## config.mk

```make
export PLATFORM = sky130hd
export DESIGN_NAME = fp16_seq_multiplier
export DESIGN_NICKNAME = d
export VERILOG_FILES = /design/src/rtl/fp16_pkg.sv /design/src/rtl/fp16_mul_normaliser.sv /design/src/rtl/fp16_seq_multiplier.sv
export SDC_FILE = /design/constraint.sdc
export NUM_CORES = 1
export LEC_CHECK = 0
export ABC_CLOCK_PERIOD_IN_PS = 8000
export BUFFER_PORTS_ARGS = -buffer_cell sky130_fd_sc_hd__buf_2
export CORE_MARGIN = 5
export CORE_UTILIZATION = 35
export DETAILED_ROUTE_END_ITERATION = 7
export PLACE_DENSITY = 0.63
export SLEW_MARGIN = 20
export SYNTH_ARGS = -nofsm -noshare
export SYNTH_HDL_FRONTEND = slang
export SYNTH_SLANG_ARGS = --single-unit
```

## constraint.sdc

```tcl
create_clock -name clk -period 8 [get_ports clk]
set_input_delay 1.6 -clock clk [delete_from_list [all_inputs] [get_ports clk]]
set_output_delay 1.6 -clock clk [all_outputs]
set_load 0.03 [all_outputs]
```

## src/rtl/fp16_pkg.sv

```systemverilog
// rtl/fp16_pkg.sv - shared FP16 field widths, constants and multiplier FSM states
package fp16_pkg;

  localparam int EXP_W  = 5;
  localparam int FRAC_W = 10;
  localparam int SIG_W  = FRAC_W + 1;
  localparam int PROD_W = 2 * SIG_W;
  localparam int BIAS   = 15;

  localparam logic [EXP_W-1:0] EXP_MAX       = 5'h1f;
  localparam logic [15:0]      FP16_POS_INF  = 16'h7C00;
  localparam logic [15:0]      FP16_QNAN     = 16'h7E00;

  typedef enum logic [1:0] {
    IDLE = 2'd0,
    MUL  = 2'd1,
    NORM = 2'd2,
    DONE = 2'd3
  } state_t;

endpackage

```

## src/rtl/fp16_mul_normaliser.sv

```systemverilog
// rtl/fp16_mul_normaliser.sv - packs the raw significand product into an FP16 result
module fp16_mul_normaliser
  import fp16_pkg::*;
(
  input  logic              sign,
  input  logic [EXP_W-1:0]  ea,
  input  logic [EXP_W-1:0]  eb,
  input  logic [PROD_W-1:0] prod,
  output logic [15:0]       result
);

  logic              zero_a, zero_b, inf_a, inf_b;
  logic signed [6:0] e_base, e_fin;
  logic [FRAC_W-1:0] frac;
  logic              unused_prod;

  assign zero_a = (ea == '0);
  assign zero_b = (eb == '0);
  assign inf_a  = (ea == EXP_MAX);
  assign inf_b  = (eb == EXP_MAX);

  // Truncating normalisation: the product of two [1,2) significands is in [1,4)
  assign e_base = $signed({2'b00, ea} + {2'b00, eb} - 7'(BIAS));
  assign e_fin  = e_base + (prod[PROD_W-1] ? 7'sd1 : 7'sd0);
  assign frac   = prod[PROD_W-1] ? prod[20:11] : prod[19:10];

  assign unused_prod = ^prod[9:0];

  always_comb begin
    result = {sign, 15'h0000};
    if ((zero_a && inf_b) || (zero_b && inf_a)) begin
      result = FP16_QNAN;
    end else if (zero_a || zero_b) begin
      result = {sign, 15'h0000};
    end else if (inf_a || inf_b) begin
      result = {sign, FP16_POS_INF[14:0]};
    end else if (e_fin >= 7'sd31) begin
      result = {sign, FP16_POS_INF[14:0]};
    end else if (e_fin <= 7'sd0) begin
      result = {sign, 15'h0000};
    end else begin
      result = {sign, e_fin[EXP_W-1:0], frac};
    end
  end

endmodule

```

## src/rtl/fp16_seq_multiplier.sv

```systemverilog
// rtl/fp16_seq_multiplier.sv - sequential shift-and-add FP16 multiplier with valid/ready handshakes
module fp16_seq_multiplier
  import fp16_pkg::*;
#(
  parameter int MUL_ITERS = 11
) (
  input  logic        clk,
  input  logic        rst,
  input  logic        in_valid,
  output logic        in_ready,
  input  logic [15:0] a,
  input  logic [15:0] b,
  output logic        out_valid,
  input  logic        out_ready,
  output logic [15:0] out
);

  localparam int CNT_W = $clog2(MUL_ITERS + 1);

  state_t              state, state_nxt;
  logic                sign_q;
  logic [EXP_W-1:0]    ea_q, eb_q;
  logic [PROD_W-1:0]   mcand, prod;
  logic [SIG_W-1:0]    mplier;
  logic [CNT_W-1:0]    cnt;
  logic [15:0]         out_q;
  logic [15:0]         norm_result;
  logic                accept, mul_last;

  assign accept   = in_valid && in_ready;
  assign mul_last = (cnt == CNT_W'(MUL_ITERS));

  always_ff @(posedge clk or posedge rst) begin
    if (rst) begin
      state <= IDLE;
    end else begin
      state <= state_nxt;
    end
  end

  // MUL spends MUL_ITERS add cycles plus one terminal cycle, fixing the latency at 13 edges
  always_comb begin
    state_nxt = state;
    case (state)
      IDLE:    if (accept)    state_nxt = MUL;
      MUL:     if (mul_last)  state_nxt = NORM;
      NORM:                   state_nxt = DONE;
      DONE:    if (out_ready) state_nxt = IDLE;
      default:                state_nxt = IDLE;
    endcase
  end

  always_comb begin
    in_ready  = (state == IDLE) && !rst;
    out_valid = (state == DONE);
  end

  always_ff @(posedge clk or posedge rst) begin
    if (rst) begin
      sign_q <= 1'b0;
      ea_q   <= '0;
      eb_q   <= '0;
      mcand  <= '0;
      mplier <= '0;
      prod   <= '0;
      cnt    <= '0;
    end else if (accept) begin
      sign_q <= a[15] ^ b[15];
      ea_q   <= a[14:10];
      eb_q   <= b[14:10];
      mcand  <= {{(PROD_W-SIG_W){1'b0}}, (a[14:10] != '0), a[9:0]};
      mplier <= {(b[14:10] != '0), b[9:0]};
      prod   <= '0;
      cnt    <= '0;
    end else if (state == MUL && !mul_last) begin
      if (mplier[0]) prod <= prod + mcand;
      mcand  <= mcand << 1;
      mplier <= mplier >> 1;
      cnt    <= cnt + 1'b1;
    end
  end

  always_ff @(posedge clk or posedge rst) begin
    if (rst) begin
      out_q <= 16'h0000;
    end else if (state == NORM) begin
      out_q <= norm_result;
    end
  end

  assign out = out_q;

  fp16_mul_normaliser u_norm (
    .sign   (sign_q),
    .ea     (ea_q),
    .eb     (eb_q),
    .prod   (prod),
    .result (norm_result)
  );

endmodule

```

==> results.json, run 1 <==
{
  "status": "finished clean",
  "power.density_cell_area_nw_per_um2": 471,
  "avgSynthCellArea_sq_um": 8.54,
  "peakVddDrop_mv": 0.167,
  "synth_nets": 697,
  "antenna_left": 0,
  "place_congestion": 0.909,
  "fin_cells": 855,
  "synthesis.yosys.warnings": 0,
  "postCtsSetupBuffers": 0,
  "async_flop_share_pct": 100,
  "power_frac_clock_pct": 15.9,
  "ys.flop_type": "dfrtp_1",
  "n_antenna_cell": 0,
  "seqPwrFrac_pct": 29.3,
  "grt_usage_pct": 15.0,
  "coreArea_sq_um": 15100,
  "cts_repair_resize_count": 0,
  "hold_violations": 0,
  "power_frac_comb_pct": 54.8,
  "dr.pass1.iters": 4,
  "p_sw_w": 0.00130,
  "yosysTopAreaCell": "dfrtp_1",
  "cts_tree": "done",
  "worst_pin_slew_ns": 0.875,
  "grt_setup_unrepaired": "false",
  "syn2layout_area_growth_pct": 13.8,
  "path_clk_slew_ns": 0.06,
  "end_kind": "primary output",
  "worstHoldPathType": "register to register",
  "hold_buffers": 0,
  "insertion_delay_ns": 0.35,
  "slew_headroom_pct": 41.5,
  "die_x_um": 133,
  "cpMostUsedCell": "buf_2",
  "grt_pass1_vias": 4429,
  "p_leak_nw": 2.82,
  "path_class": "primary input to primary output",
  "antenna_found_initial": 0,
  "drt-initial-drc-count": 307,
  "cpMaxStageDelayCell": "buf_2",
  "fin_crit_ns": 3.75,
  "cts-buffers-inserted": 9,
  "p_sw_share_pct": 45.6,
  "critPathArrivalTime_ns": 2.15,
  "finalSetupViolations": 0,
  "dp_cells": 839,
  "fin_skew_ns": 0.00831,
  "post_drt_wl_per_cell_um": 15.1,
  "min_period_over_period_pct": 46.8,
  "synth-edff-count": 0,
  "cts_root_buffer": "clkbuf_16",
  "layout_commonest_cell": "nand2_1",
  "setup_tns_ns": 0,
  "drc": 0,
  "io-pin-count": 54,
  "ys_types": 55,
  "grt_max_degree": 89,
  "start_util_pct": 35.4,
  "rows": 45,
  "most-common-layout-cells": "nand2_1 (130), dfrtp_1 (88), buf_2 (53)",
  "max_cap_viol_count": 0,
  "critPathRequiredTime_ns": 6.40,
  "synth_seq_cells": 88,
  "worstPathMaxFanout": 3,
  "slew_viol_final": 0,
  "crit_chain": "buf_2 > nor2b_1 > buf_2",
  "die_area_sq_um": 17800,
  "htreeDepth": 3,
  "clock_path_buffers": 2,
  "synthCells": 625,
  "drive_gt1_share_pct": 12.7,
  "yosysSeqAreaShare_pct": 41.3,
  "nets": 734,
  "die_h_um": 133,
  "yosysTopAreaCellShare_pct": 41.3,
  "cts.sinks": 88,
  "synth_area_sq_um": 5340,
  "grt_pass1_wl_um": 22000,
  "place_hpwl_um": 9060,
  "port-buffer-count": 53,
  "synthTopCellsByArea": "dfrtp_1 (41%), nand2_1 (9.3%), ha_1 (8.0%)",
  "intPower_w": 0.00155,
  "fillers": 1496,
  "vias": 4623,
  "fmax_ghz": 0.267,
  "routed_via_density": 5.41,
  "overflow": 0,
  "cp-start-kind": "primary input",
  "finalWirelength_um": 12900,
  "slowest_delay_ns": 0.24
}
==> final timing paths <==
check	from	endpoint	slack (ns)	cells past startpoint
min reg2reg	out[11]$_DFFE_PP0P_	out[11]$_DFFE_PP0P_	0.50	1
min	out[11]$_DFFE_PP0P_	out[11]$_DFFE_PP0P_	0.50	1
max in group asynchronous	rst	prod[12]$_DFFE_PP0P_	5.96	3
max	rst	in_ready	4.25	3
max reg2reg	ea_q[0]$_DFFE_PP0P_	out[12]$_DFFE_PP0P_	5.04	9
min in group asynchronous	rst	state[0]$_DFFE_PP0P_	1.50	3
==> power by group through the flow <==
| stage | sequential [W] | combinational (W) | clock, W |
|---|---|---|---|
| finish | 0.000838 | 0.00157 | 0.000453 |
| global route | 0.000867 | 0.00177 | 0.000482 |
| CTS | 0.000838 | 0.00157 | 0.000465 |
| detailed placement | 0.000844 | 0.00156 | 0 |
| global placement | 0.000834 | 0.00150 | 0 |
| floorplan | 0.000848 | 0.00119 | 0 |
==> per-layer routing <==
metal	track usage [%]	vias to the layer above	wire (um)
li1	-	2262	-
met1	19.1	2235	5710
met2	25.0	111	6270
met3	4.42	15	710
met4	4.17	0	203
met5	0	-	0
==> registers in the layout, summed over array words and instances (netlist names) <==
name    cells
state       2
cnt         4
out        16
mplier     11
prod       22
mcand      22
sign_q      1
ea_q        5
eb_q        5
==> cell type report <==
cell class,count,area [sq um],share of cell area [%]
Sequential cell,88,2200,36.3
Clock inverter,5,78.8,1.30
Multi-Input combinational cell,480,2930,48.2
Inverter,26,98.8,1.63
Tap cell,188,235,3.87
Timing Repair Buffer,57,299,4.92
Clock buffer,11,233,3.83
==> worst max-delay path: cells and delay by family <==
kind / cells / cell delay [ns]
buf+inv: 2 / 0.35
simple gates: 1 / 0.19
==> kinds of logic after synthesis <==
logic type / count (synthesis) / synth area share, %
multiplexers: 13 / 2.49
AO/OA/AOI/OAI: 153 / 17.9
XOR/XNOR: 23 / 3.78
adder cells (fa/ha/maj): 37 / 8.93
flip-flops: 88 / 41.3
buffers and inverters: 57 / 4.01
AND/OR/NAND/NOR: 254 / 21.7
==> cell usage after synthesis, types with 7 or more instances <==
cell type,instances
a31oi_1,28
ha_1,34
a21o_1,9
inv_1,26
nor3_1,8
nor2_1,44
nand2_1,132
clkbuf_1,30
mux2i_1,11
a21oi_1,46
xnor2_1,14
dfrtp_1,88
o22ai_1,9
xor2_1,9
o21ai_0,31
nand3_1,20
nand4_1,7
==> through the flow <==
stage               setup WS, ns  instance area, sq um  util [%]  hold WS [ns]  total power [W]
global placement            4.28                  5750      38.1         0.472          0.00234
global route                4.20                  6070      40.2         0.527          0.00312
CTS                         4.26                  6070      40.2         0.503          0.00287
finish                      4.25                  6070      40.2         0.498          0.00286
detailed placement          4.26                  5750      38.1         0.488          0.00240
floorplan                   4.12                  5340         -         0.451          0.00204
Note: power is estimated with default switching activity, not from simulation.
==> run 2: changes to the inputs <==
--- a/config.mk
+++ b/config.mk
@@ -5,7 +5,7 @@
 export SDC_FILE = /design/constraint.sdc
 export NUM_CORES = 1
 export LEC_CHECK = 0
-export ABC_CLOCK_PERIOD_IN_PS = 8000
+export ABC_CLOCK_PERIOD_IN_PS = 3700
 export BUFFER_PORTS_ARGS = -buffer_cell sky130_fd_sc_hd__buf_2
 export CORE_MARGIN = 5
 export CORE_UTILIZATION = 35
==> constraint.sdc (replaced) <==
create_clock -name clk -period 3.7 [get_ports clk]
set_input_delay 0.74 -clock clk [delete_from_list [all_inputs] [get_ports clk]]
set_output_delay 0.74 -clock clk [all_outputs]
set_load 0.03 [all_outputs]
==> results.json, run 2 (synthesized netlist as in run 1, its figures left out) <==
{
  "finalSetupViolations": 0,
  "drive_gt1_share_pct": 13.4,
  "drc": 0,
  "grt_pass1_wl_um": 22200,
  "cts_repair_resize_count": 0,
  "layout_commonest_cell": "nand2_1",
  "die_x_um": 133,
  "syn2layout_area_growth_pct": 14.4,
  "fin_crit_ns": 2.94,
  "port-buffer-count": 53,
  "place_hpwl_um": 9380,
  "io-pin-count": 54,
  "htreeDepth": 3,
  "n_antenna_cell": 0,
  "die_h_um": 133,
  "holdWs_ns": 0.502,
  "peakVddDrop_mv": 0.335,
  "die_area_sq_um": 17800,
  "postCtsSetupBuffers": 0,
  "power_frac_comb_pct": 55.7,
  "cts-buffers-inserted": 9,
  "path_class": "register to register",
  "hold_violations": 0,
  "p_sw_share_pct": 45.9,
  "clock_path_buffers": 2,
  "vias": 4633,
  "insertion_delay_ns": 0.34,
  "worstHoldPathType": "register to register",
  "worst_pin_slew_ns": 0.771,
  "drt-initial-drc-count": 299,
  "nets": 739,
  "cp-start-kind": "register",
  "status": "finished clean",
  "critPathRequiredTime_ns": 3.93,
  "slew_viol_final": 0,
  "dr.pass1.iters": 4,
  "rows": 45,
  "seqPwrFrac_pct": 29.3,
  "hold_buffers": 0,
  "grt_pass1_vias": 4735,
  "intPower_w": 0.00333,
  "fmax_ghz": 0.340,
  "place_congestion": 0.875,
  "start_util_pct": 35.4,
  "routed_via_density": 5.39,
  "critPathArrivalTime_ns": 3.16,
  "power.density_cell_area_nw_per_um2": 1010,
  "grt_max_degree": 89,
  "cts_root_buffer": "clkbuf_16",
  "p_leak_nw": 2.84,
  "grt_setup_unrepaired": "false",
  "fillers": 1512,
  "worstPathMaxFanout": 4,
  "overflow": 0,
  "most-common-layout-cells": "nand2_1 (130), dfrtp_1 (88), buf_2 (53)",
  "coreArea_sq_um": 15100,
  "min_period_over_period_pct": 79.4,
  "path_clk_slew_ns": 0.06,
  "slew_headroom_pct": 48.6,
  "post_drt_wl_per_cell_um": 15.2,
  "cts_tree": "done",
  "end_kind": "register",
  "antenna_found_initial": 0,
  "setup_tns_ns": 0,
  "finalWirelength_um": 13100,
  "p_sw_w": 0.00283,
  "power_frac_clock_pct": 15.0,
  "fin_skew_ns": 0.00529,
  "grt_usage_pct": 15.0,
  "cts.sinks": 88,
  "antenna_left": 0,
  "max_cap_viol_count": 0
}
==> run 2: power groups by stage <==
stage / registers, W / logic, W / clock network (W)
final: 0.00180 / 0.00343 / 0.000923
after global routing: 0.00187 / 0.00384 / 0.000989
after CTS: 0.00181 / 0.00343 / 0.000949
after detailed placement: 0.00182 / 0.00341 / 0
after global placement: 0.00180 / 0.00329 / 0
after floorplan: 0.00183 / 0.00257 / 0
==> run 2: critical path, stage by stage, from the launching register on <==
cell,delay [ns]
dfrtp_1,0.41
ha_1,0.24
fa_1,0.50
ha_1,0.26
xnor2_1,0.23
nor3b_1,0.10
maj3_2,0.33
o41ai_4,0.40
o21ai_2,0.15
o22a_1,0.23
==> run 2: metal layers <==
| layer | wire length, um | global-route usage, % | vias up | share of wire [%] |
|---|---|---|---|---|
| li1 | - | - | 2281 | - |
| met1 | 5780 | 18.7 | 2241 | 44 |
| met2 | 6420 | 25.5 | 93 | 49 |
| met3 | 685 | 3.55 | 18 | 5.2 |
| met4 | 182 | 5.26 | 0 | 1.4 |
| met5 | 0 | 0 | - | 0 |
==> run 2: stage by stage <==
| step | std cells | instance area, sq um | util, % | power (W) | worst slack, ns |
|---|---|---|---|---|---|
| finish | 860 | 6110 | 40.5 | 0.00615 | 0.763 |
| detailed placement | 844 | 5800 | 38.5 | 0.00523 | 0.781 |
| global route | 860 | 6110 | 40.5 | 0.00670 | 0.564 |
| floorplan | 625 | 5340 | - | 0.00441 | 0.681 |
| global placement | 844 | 5800 | 38.5 | 0.00509 | 0.858 |
| CTS | 860 | 6100 | 40.5 | 0.00619 | 0.771 |
==> run 2: final cells by class <==
type                            count  area [sq um]  area share (%)
Multi-Input combinational cell    480          2930            47.9
Sequential cell                    88          2200            36.1
Timing Repair Buffer               62           345            5.65
Clock buffer                       12           246            4.04
Tap cell                          188           235            3.85
Inverter                           26          98.8            1.62
Clock inverter                      4          53.8           0.881
==> run 2: path summary, 6_finish.rpt <==
path | start | to | slack [ns] | depth (start not counted)
setup / recovery | ea_q[0]$_DFFE_PP0P_ | out[11]$_DFFE_PP0P_ | 0.76 | 9
setup reg to reg | ea_q[0]$_DFFE_PP0P_ | out[11]$_DFFE_PP0P_ | 0.76 | 9
hold reg to reg | out[10]$_DFFE_PP0P_ | out[10]$_DFFE_PP0P_ | 0.50 | 1
max in group asynchronous | rst | prod[14]$_DFFE_PP0P_ | 2.85 | 3
hold / removal | out[10]$_DFFE_PP0P_ | out[10]$_DFFE_PP0P_ | 0.50 | 1
min in group asynchronous | rst | eb_q[3]$_DFFE_PP0P_ | 0.51 | 3
==> run 3: changes to the inputs <==
--- a/config.mk
+++ b/config.mk
@@ -5,7 +5,8 @@
 export SDC_FILE = /design/constraint.sdc
 export NUM_CORES = 1
 export LEC_CHECK = 0
-export ABC_CLOCK_PERIOD_IN_PS = 3700
+export ABC_AREA = 1
+export ABC_CLOCK_PERIOD_IN_PS = 3040
 export BUFFER_PORTS_ARGS = -buffer_cell sky130_fd_sc_hd__buf_2
 export CORE_MARGIN = 5
 export CORE_UTILIZATION = 35
==> constraint.sdc (replaced) <==
create_clock -name clk -period 3.04 [get_ports clk]
set_input_delay 0.608 -clock clk [delete_from_list [all_inputs] [get_ports clk]]
set_output_delay 0.608 -clock clk [all_outputs]
set_load 0.03 [all_outputs]
==> results.json, run 3 <==
{
  "status": "finished clean",
  "path_clk_slew_ns": 0.07,
  "cts-buffers-inserted": 9,
  "intPower_w": 0.00353,
  "fmax_ghz": 0.403,
  "stdcell_area_sq_um": 6070,
  "synth_common_cells": "nand2_1 (160), inv_1 (100), dfrtp_1 (88)",
  "fin_crit_ns": 2.48,
  "routedLengthMet1_um": 5960,
  "seqPwrFrac_pct": 29.4,
  "power.density_cell_area_nw_per_um2": 1110,
  "place_hpwl_um": 9090,
  "io-pin-count": 54,
  "p_sw_w": 0.00324,
  "regToRegStartpoint": "eb_q[0]$_DFFE_PP0P_",
  "end_kind": "register",
  "multi_input_area_sq_um": 2630,
  "die_area_sq_um": 17700,
  "clock_path_buffers": 2,
  "most-common-layout-cells": "nand2_1 (160), inv_1 (99), dfrtp_1 (88)",
  "p_leak_nw": 3.01,
  "die_x_um": 133,
  "drc": 0,
  "n_antenna_cell": 0,
  "postCtsSetupBuffers": 0,
  "grt_setup_unrepaired": "false",
  "async_flop_share_pct": 100,
  "avgSynthCellArea_sq_um": 7.84,
  "grt_pass1_wl_um": 21100,
  "synth_seq_cells": 88,
  "ff2ff_path_depth": 10,
  "coreArea_sq_um": 15000,
  "synth_nets": 746,
  "die_h_um": 133,
  "critPathArrivalTime_ns": 2.76,
  "ys_types": 40,
  "synthTopCellsByArea": "dfrtp_1 (42%), nand2_1 (11%), ha_1 (8.0%)",
  "ys.flop_type": "dfrtp_1",
  "synth_top_family_by_area": "simple AND/OR/NAND/NOR gates",
  "grt_pass1_vias": 4472,
  "cts.sinks": 88,
  "peakVddDrop_mv": 0.486,
  "post_drt_wl_per_cell_um": 13.0,
  "worstPathMaxFanout": 9,
  "routed_via_density": 4.83,
  "yosysTopAreaCell": "dfrtp_1",
  "syn2layout_area_growth_pct": 14.8,
  "regArea_sq_um": 2200,
  "synth.most_common_cell": "nand2_1",
  "slew_viol_final": 0,
  "synth_area_sq_um": 5290,
  "drive_gt1_share_pct": 13.8,
  "muxShareOfSynthArea_pct": 0.189,
  "layout_commonest_cell": "nand2_1",
  "insertion_delay_ns": 0.35,
  "fin_skew_ns": 0.00768,
  "r2r_slack_ns": 0.56,
  "cts_tree": "done",
  "cp-start-kind": "register",
  "synth-edff-count": 0,
  "power_frac_clock_pct": 15.6,
  "synthSimpleGateAreaFrac_pct": 21.4,
  "min_period_over_period_pct": 81.7,
  "start_util_pct": 35.2,
  "vias": 4444,
  "dr.pass1.iters": 4,
  "cts_repair_resize_count": 0,
  "drt-initial-drc-count": 226,
  "synthesis.yosys.warnings": 0,
  "worst_pin_slew_ns": 0.784,
  "critPathRequiredTime_ns": 3.32,
  "yosysSeqAreaShare_pct": 41.7,
  "cts_root_buffer": "clkbuf_16",
  "antenna_found_initial": 0,
  "path_class": "register to register",
  "grt_usage_pct": 14.5,
  "synth_fa_ha_area_share_pct": 8.81,
  "port-buffer-count": 53,
  "place_congestion": 0.915,
  "holdWs_ns": 0.304,
  "placed_cell_area_sq_um": 5790,
  "grt_max_degree": 57,
  "setup_tns_ns": 0,
  "finalWirelength_um": 12000,
  "finalSetupViolations": 0,
  "synthCells": 674,
  "hold_violations": 0,
  "fillers": 1555,
  "hold_buffers": 0,
  "synth_compound_area_share_pct": 18.6,
  "nets": 800,
  "topRoutingLayerUsed": "met4",
  "wl_met2_um": 5260,
  "yosysTopAreaCellShare_pct": 41.7,
  "worstHoldPathType": "primary input to asynchronous set/reset pin",
  "power_frac_comb_pct": 55.0,
  "htreeDepth": 3,
  "max_cap_viol_count": 0,
  "overflow": 0,
  "p_sw_share_pct": 47.9,
  "antenna_left": 0,
  "dr_wl_met3_um": 554,
  "slew_headroom_pct": 47.3,
  "worstReg2RegEnd": "out[1]$_DFFE_PP0P_",
  "rows": 45,
  "synth_xor_area_share_pct": 0.829
}
## run 3: cell types whose count changed after synthesis, sizes merged, moves of 17 or more
cell	before	now
clkbuf	30	13
o21ai	32	71
nand2	132	164
o221ai	0	18
inv	26	101
a31oi	28	0
## run 3: power groups by stage
stage                     Sequential [W]  Clock [W]  Combinational, W
final                            0.00199    0.00105           0.00372
after global routing             0.00206    0.00114           0.00432
after global placement           0.00200          0           0.00368
after detailed placement         0.00201          0           0.00373
after CTS                        0.00199    0.00109           0.00376
after floorplan                  0.00208          0           0.00281
## run 3: worst max path at each step
| stage | start | to | slack [ns] |
|---|---|---|---|
| floorplan | rst | cnt[0]$_DFFE_PP0P_ | 0.15 |
| detailed placement | prod[21]$_DFFE_PP0P_ | out[1]$_DFFE_PP0P_ | 0.56 |
| global placement | ea_q[0]$_DFFE_PP0P_ | out[0]$_DFFE_PP0P_ | 0.64 |
| CTS | eb_q[0]$_DFFE_PP0P_ | out[1]$_DFFE_PP0P_ | 0.54 |
| finish | eb_q[0]$_DFFE_PP0P_ | out[1]$_DFFE_PP0P_ | 0.56 |
| global route | prod[21]$_DFFE_PP0P_ | out[2]$_DFFE_PP0P_ | 0.26 |
## run 3: layout make-up
cell class / instances / area share, %
Tap cell: 188 / 3.88
Sequential cell: 88 / 36.3
Timing Repair Buffer: 61 / 5.57
Multi-Input combinational cell: 467 / 43.4
Clock inverter: 7 / 0.908
Clock buffer: 9 / 3.71
Inverter: 101 / 6.27
## run 3: routing by layer
layer	up-vias	track usage (%)
met2	67	22.7
met3	12	4.14
met5	-	0
met1	2007	19.5
met4	0	4.27
li1	2358	-
## run 3: logic make-up after synthesis
group | count (synthesis)
flops | 88
xor+xnor | 5
mux | 1
compound gates | 161
fa+ha+maj | 36
buf+inv | 119
simple gates | 264
## run 3: worst max-delay path, cell delays in order (launching register included)
cell	delay, ns
dfrtp_1	0.42
ha_1	0.24
fa_1	0.53
ha_1	0.15
inv_1	0.05
nor2_2	0.13
nand3_2	0.12
nand3_1	0.25
and2_4	0.21
nand3_4	0.14
o21ai_2	0.16
## run 3: through the flow
stage               setup slack, ns  total power, W  cells  utilization [%]
CTS                           0.543         0.00684    921             40.3
floorplan                     0.153         0.00489    674                -
global route                  0.261         0.00751    921             40.3
detailed placement            0.564         0.00574    905             38.5
global placement              0.639         0.00569    905             38.5
finish                        0.557         0.00676    921             40.3
